### config.mk
export PLATFORM = sky130hd
export DESIGN_NAME = wallace_mul_pipe
export DESIGN_NICKNAME = d
export VERILOG_FILES = /design/src/rtl/wallace_mul_pipe.sv
export SDC_FILE = /design/constraint.sdc
export NUM_CORES = 1
export LEC_CHECK = 0
export BUFFER_PORTS_ARGS = -buffer_cell sky130_fd_sc_hd__buf_4
export CORE_ASPECT_RATIO = 1.25
export CORE_MARGIN = 2
export CORE_UTILIZATION = 55
export DETAILED_ROUTE_END_ITERATION = 7
export PLACE_DENSITY = 0.78
export SYNTH_ARGS = -nofsm -noshare
export SYNTH_HDL_FRONTEND = slang
export SYNTH_SLANG_ARGS = --single-unit
export TNS_END_PERCENT = 1
### constraint.sdc
create_clock -name clk -period 3.29 [get_ports clk]
set_clock_uncertainty 0.15 [all_clocks]
set_input_delay 0.1645 -clock clk [delete_from_list [all_inputs] [get_ports clk]]
set_output_delay 0.1645 -clock clk [all_outputs]
set_load 0.005 [all_outputs]
### src/rtl/wallace_mul_pipe.sv
// Three-stage pipelined WIDTH x WIDTH Wallace-tree multiplier with valid/ready handshakes.
// Define WALLACE_MUL_SIGNED_EN for two's-complement operands (Baugh-Wooley partial products).
module wallace_mul_pipe #(
  parameter int WIDTH = 4
) (
  input  logic                 clk,
  input  logic                 rst_n,
  input  logic                 in_valid,
  output logic                 in_ready,
  input  logic [WIDTH-1:0]     a,
  input  logic [WIDTH-1:0]     b,
  output logic                 out_valid,
  input  logic                 out_ready,
  output logic [2*WIDTH-1:0]   p,
  output logic [1:0]           inflight
);

  localparam int PW = 2 * WIDTH;
`ifdef WALLACE_MUL_SIGNED_EN
  localparam int R0 = WIDTH + 1;  // extra row carries the Baugh-Wooley correction ones
`else
  localparam int R0 = WIDTH;
`endif

  function automatic int rows_after(input int n, input int layers);
    int r;
    r = n;
    for (int l = 0; l < layers; l++) r = (r / 3) * 2 + r % 3;
    return r;
  endfunction

  function automatic int layer_count(input int n);
    int r;
    int l;
    r = n;
    l = 0;
    for (int k = 0; k < 16; k++) begin
      if (r > 2) begin
        r = (r / 3) * 2 + r % 3;
        l++;
      end
    end
    return l;
  endfunction

  localparam int NL = layer_count(R0);
  localparam int L2 = (NL > 1) ? NL - 1 : 0;

  typedef logic [R0-1:0][PW-1:0] rows_t;

  // One Wallace layer: each group of three rows becomes a sum row and a shifted carry row;
  // leftover rows pass through unchanged behind the new pairs.
  function automatic rows_t csa_layer(input rows_t r, input int n);
    rows_t o;
    int    nt;
    o  = '0;
    nt = n / 3;
    for (int t = 0; t < R0 / 3; t++) begin
      if (t < nt) begin
        o[2*t]   = r[3*t] ^ r[3*t+1] ^ r[3*t+2];
        o[2*t+1] = ((r[3*t] & r[3*t+1]) | (r[3*t] & r[3*t+2]) | (r[3*t+1] & r[3*t+2])) << 1;
      end
    end
    for (int t = 0; t < R0; t++) begin
      if (t >= 3 * nt && t < n) o[t-nt] = r[t];
    end
    return o;
  endfunction

  function automatic logic [PW-1:0] get_row(input rows_t r, input int i);
    return r[i];
  endfunction

  logic            v1_q, v2_q, v3_q;
  logic            v1_d, v2_d, v3_d;
  logic            adv1, adv2, adv3;
  rows_t           pp_rows;
  rows_t           s1_rows_d, s1_rows_q;
  rows_t           lay2 [0:L2];
  logic [PW-1:0]   s2_sum_d, s2_carry_d, s2_sum_q, s2_carry_q;
  logic [PW-1:0]   p_d, p_q;

  assign adv3     = !v3_q | out_ready;
  assign adv2     = !v2_q | adv3;
  assign adv1     = !v1_q | adv2;
  assign in_ready = adv1;

  assign v1_d = adv1 ? in_valid : v1_q;
  assign v2_d = adv2 ? v1_q : v2_q;
  assign v3_d = adv3 ? v2_q : v3_q;

  always_comb begin
    pp_rows = '0;
    for (int i = 0; i < WIDTH; i++) begin
      for (int j = 0; j < WIDTH; j++) begin
`ifdef WALLACE_MUL_SIGNED_EN
        if ((i == WIDTH - 1) != (j == WIDTH - 1)) pp_rows[i][i+j] = ~(a[j] & b[i]);
        else                                      pp_rows[i][i+j] = a[j] & b[i];
`else
        pp_rows[i][i+j] = a[j] & b[i];
`endif
      end
    end
`ifdef WALLACE_MUL_SIGNED_EN
    pp_rows[WIDTH][WIDTH]  = 1'b1;
    pp_rows[WIDTH][PW-1]   = 1'b1;
`endif
  end

  assign s1_rows_d = (NL > 0) ? csa_layer(pp_rows, R0) : pp_rows;

  assign lay2[0] = s1_rows_q;
  genvar gi;
  generate
    for (gi = 0; gi < L2; gi++) begin : g_layer
      assign lay2[gi+1] = csa_layer(lay2[gi], rows_after(R0, gi + 1));
    end
  endgenerate

  assign s2_sum_d   = get_row(lay2[L2], 0);
  assign s2_carry_d = get_row(lay2[L2], 1);

  // Carries past bit PW-1 are zero (unsigned) or modular (signed), so truncation is exact.
  assign p_d = (adv3 && v2_q) ? (s2_sum_q + s2_carry_q) : p_q;

  always_ff @(posedge clk or negedge rst_n) begin
    if (!rst_n) begin
      v1_q <= 1'b0;
      v2_q <= 1'b0;
      v3_q <= 1'b0;
      p_q  <= '0;
    end else begin
      v1_q <= v1_d;
      v2_q <= v2_d;
      v3_q <= v3_d;
      p_q  <= p_d;
    end
  end

  always_ff @(posedge clk) begin
    if (adv1 && in_valid) s1_rows_q <= s1_rows_d;
    if (adv2 && v1_q) begin
      s2_sum_q   <= s2_sum_d;
      s2_carry_q <= s2_carry_d;
    end
  end

  assign out_valid = v3_q;
  assign p         = p_q;
  assign inflight  = {1'b0, v1_q} + {1'b0, v2_q} + {1'b0, v3_q};

endmodule

==> results.yml <==
cts:
  cts.reportedPaths.clkPinSlew_ns: 0.09
  numCtsBuffers: 5
  cts_resized: 0
  cts-root-buf: "clkbuf_4"
  htreeDepth: 2
  clock_latency_ns: 0.32
  clk_path_buf_depth: 2
  cts_tree: "yes"
  numClockSinks: 36
power_and_ir_drop:
  p_int_mw: 0.7599
  p_sw_mw: 0.2513
  seqPwrFrac: 0.588
  combPwrFrac: 0.201
  pwr-share-clk: 0.210
  ir_drop_mv: 0.3370
  leakage_nw: 0.8052
  swShare: 0.2485
  power_density_nw_per_um2: 522.8
setup_path:
  worstSetupEndpointType: "flip-flop"
  crit_arrival_ns: 1.71
  critical_path_class: "input pin to flip-flop"
  worstPathRequired_ns: 3.10
  critPathMaxFanout: 14
  startpoint_type: "input pin"
placement:
  gp_routability_congestion: 0.6837
  io_buffers: 23
  dpl_worst_slack_ns: 1.409
outcome:
  status: "complete, no violations"
finish:
  drive_above_1_share: 0.2553
  nNetsFinal: 166
  multi_input_area_um2: 528.0
  regArea_um2: 1026
  finish.utilization: 0.7147
  antenna_cells: 0
  syn_to_final_growth_pct: 23.29
  fillers: 178
global_route:
  grt_util_all_layers: 0.1694
  antenna_found_initial: 0
  grt_overflow_total: 0
  grt_pass1_vias: 938
  grt_pass1_wl_mm: 3.822
  grt_max_degree: 15
synth:
  syn_area_um2: 1569
  syn-num-nets: 126
  ys_types: 21
  netlist_instances: 100
  ys_seq_elements: 36
  ys_warn_count: 0
  synth_top_area_frac: 0.4785
  synth_area_leader_cell: "edfxtp_1"
  syn_avg_cell_area_um2: 15.69
  ys_seq_area_frac: 0.6539
  synthTopCellsByArea: "edfxtp_1 (48%), dfrtp_1 (18%), fa_1 (8.9%)"
die:
  chipWidth_um: 51.77
  start_util: 0.5798
  core_area_um2: 2706
  dieArea_um2: 3299
  row_count: 21
  io_pins: 24
  die_h_um: 63.72
drt:
  wirelength_mm: 2.405
  drt-initial-drc-count: 20
  drt-pass1-iter-count: 4
  detail-route-antenna-nets: 0
  drc_errors: 0
  viasPerCell: 5.114
  wl_per_cell_um: 13.74
  num_vias: 895
sta:
  slew_headroom: 0.6012
  maxSlewViolCount: 0
  setup_violations: 0
  finalCriticalPeriod_ns: 1.902
  rsz0062_at_grt: "no"
  hold_viol: 0
  timing.fmax_ghz: 0.5258
  finalCritPeriodShare: 0.5780
  setup_slack_ns: 1.388
  worst_pin_slew_ns: 0.5982
  fin_tns_setup_ns: 0
worst_hold_path:
  hold_path.class: "input pin to asynchronous set/reset pin"
run:
  maxCapViolations: 0
## kinds of logic after synthesis
family / count (synthesis) / synth area share
flip-flops: 36 / 0.6539
AO/OA/AOI/OAI: 11 / 0.03828
AND/OR/NAND/NOR: 30 / 0.1188
XOR/XNOR: 1 / 0.005583
adder cells (fa/ha/maj): 14 / 0.1451
multiplexers: 4 / 0.02871
buffers and inverters: 4 / 0.009567
## path summary, 6_finish.rpt
| check | cells after the start | slack, ns | endpoint | startpoint |
|---|---|---|---|---|
| setup / recovery | 5 | 1.39 | lay2[37]$_DFFE_PP_ | out_ready |
| hold / removal | 2 | 0.05 | p[4]$_DFFE_PN0P_ | rst_n |
| setup reg to reg | 3 | 1.40 | lay2[37]$_DFFE_PP_ | out_valid$_DFFE_PN0P_ |
| hold reg to reg | 0 | 0.29 | s2_sum_q[0]$_DFFE_PP_ | lay2[32]$_DFFE_PP_ |
| max in group asynchronous | 2 | 2.79 | p[0]$_DFFE_PN0P_ | rst_n |
| min in group clk | 3 | 0.12 | lay2[33]$_DFFE_PP_ | b[1] |
## cell usage after synthesis
library cell and n:
edfxtp_1 25, nand2_1 2, xor2_1 1, and3b_1 1, a21oi_1 3, nand2_2 1
nor3_1 1, a21boi_0 1, inv_1 4, fa_1 7, nand2b_2 1, o31ai_1 1
nor2b_1 1, o21ai_0 6, and2b_2 1, nand3_1 2, and2_1 18, nand2b_1 2
mux2_2 4, dfrtp_1 11, ha_1 7
## power groups by stage
stage	logic [mW]	clock network, mW	registers, mW
2_1_floorplan	0.0949	0	0.601
3_3_place_gp	0.190	0	0.601
3_5_place_dp	0.198	0	0.607
6_report	0.203	0.213	0.595
4_1_cts	0.208	0.223	0.596
5_1_grt	0.231	0.242	0.603
## routing by layer
metal  track usage  vias up  wire length (um)
li1              -      430                 -
met1        0.1343      436               826
met2        0.3317       25              1441
met3       0.05213        4                99
met4       0.09868        0                38
met5             0        -                 0
## placed cells by master (no fill, tap or decap)
| cell type | n |
|---|---|
| xor2_1 | 1 |
| o31ai_1 | 1 |
| and2b_2 | 1 |
| nand2b_2 | 1 |
| ha_1 | 7 |
| clkinv_2 | 1 |
| nor2b_1 | 1 |
| inv_1 | 4 |
| mux2_2 | 4 |
| buf_4 | 23 |
| a21oi_1 | 3 |
| o21ai_0 | 6 |
| nor3_1 | 1 |
| nand2_1 | 2 |
| clkbuf_1 | 2 |
| fa_1 | 7 |
| dfrtp_1 | 11 |
| nand2b_1 | 2 |
| edfxtp_1 | 25 |
| nand3_1 | 2 |
| dlygate4sd3_1 | 10 |
| clkbuf_4 | 5 |
| and2_1 | 18 |
| and3b_1 | 1 |
| nand2_2 | 1 |
| a21boi_0 | 1 |
## worst max-delay path, cell delays in order
cell	delay, ns
dlygate4sd3_1	0.53
buf_4	0.10
and2b_2	0.24
nand3_1	0.15
and2_1	0.53
## sequential cells by signal (all words and copies together) (netlist names)
name / count
s2_carry_q: 4
lay2: 14
v1_q: 1
v2_q: 1
out_valid: 1
s2_sum_q: 7
p: 8
## layout make-up
type | instances | share of cell area
clock buffers | 7 | 0.02329
clock inverters | 1 | 0.002587
inverters | 4 | 0.007762
multi-input cells | 60 | 0.2730
flip-flops and latches | 36 | 0.5304
well taps | 34 | 0.02199
repair buffers | 33 | 0.1410
## through the flow
stage	total power, mW	hold slack [ns]	cell area, um2	std cells
floorplan	0.6958	-0.2811	1569	100
global placement	0.7908	-0.1480	1784	157
detailed placement	0.8045	-0.1435	1784	157
CTS	1.028	0.03411	1934	175
global route	1.077	0.04498	1934	175
finish	1.011	0.05460	1934	175
## timing repair
action	4_1_cts	5_1_grt
endpoints found under the hold margin	19	0
hold buffers	10	0
buffers inserted	0	0
(Power assumes the default switching activity.)
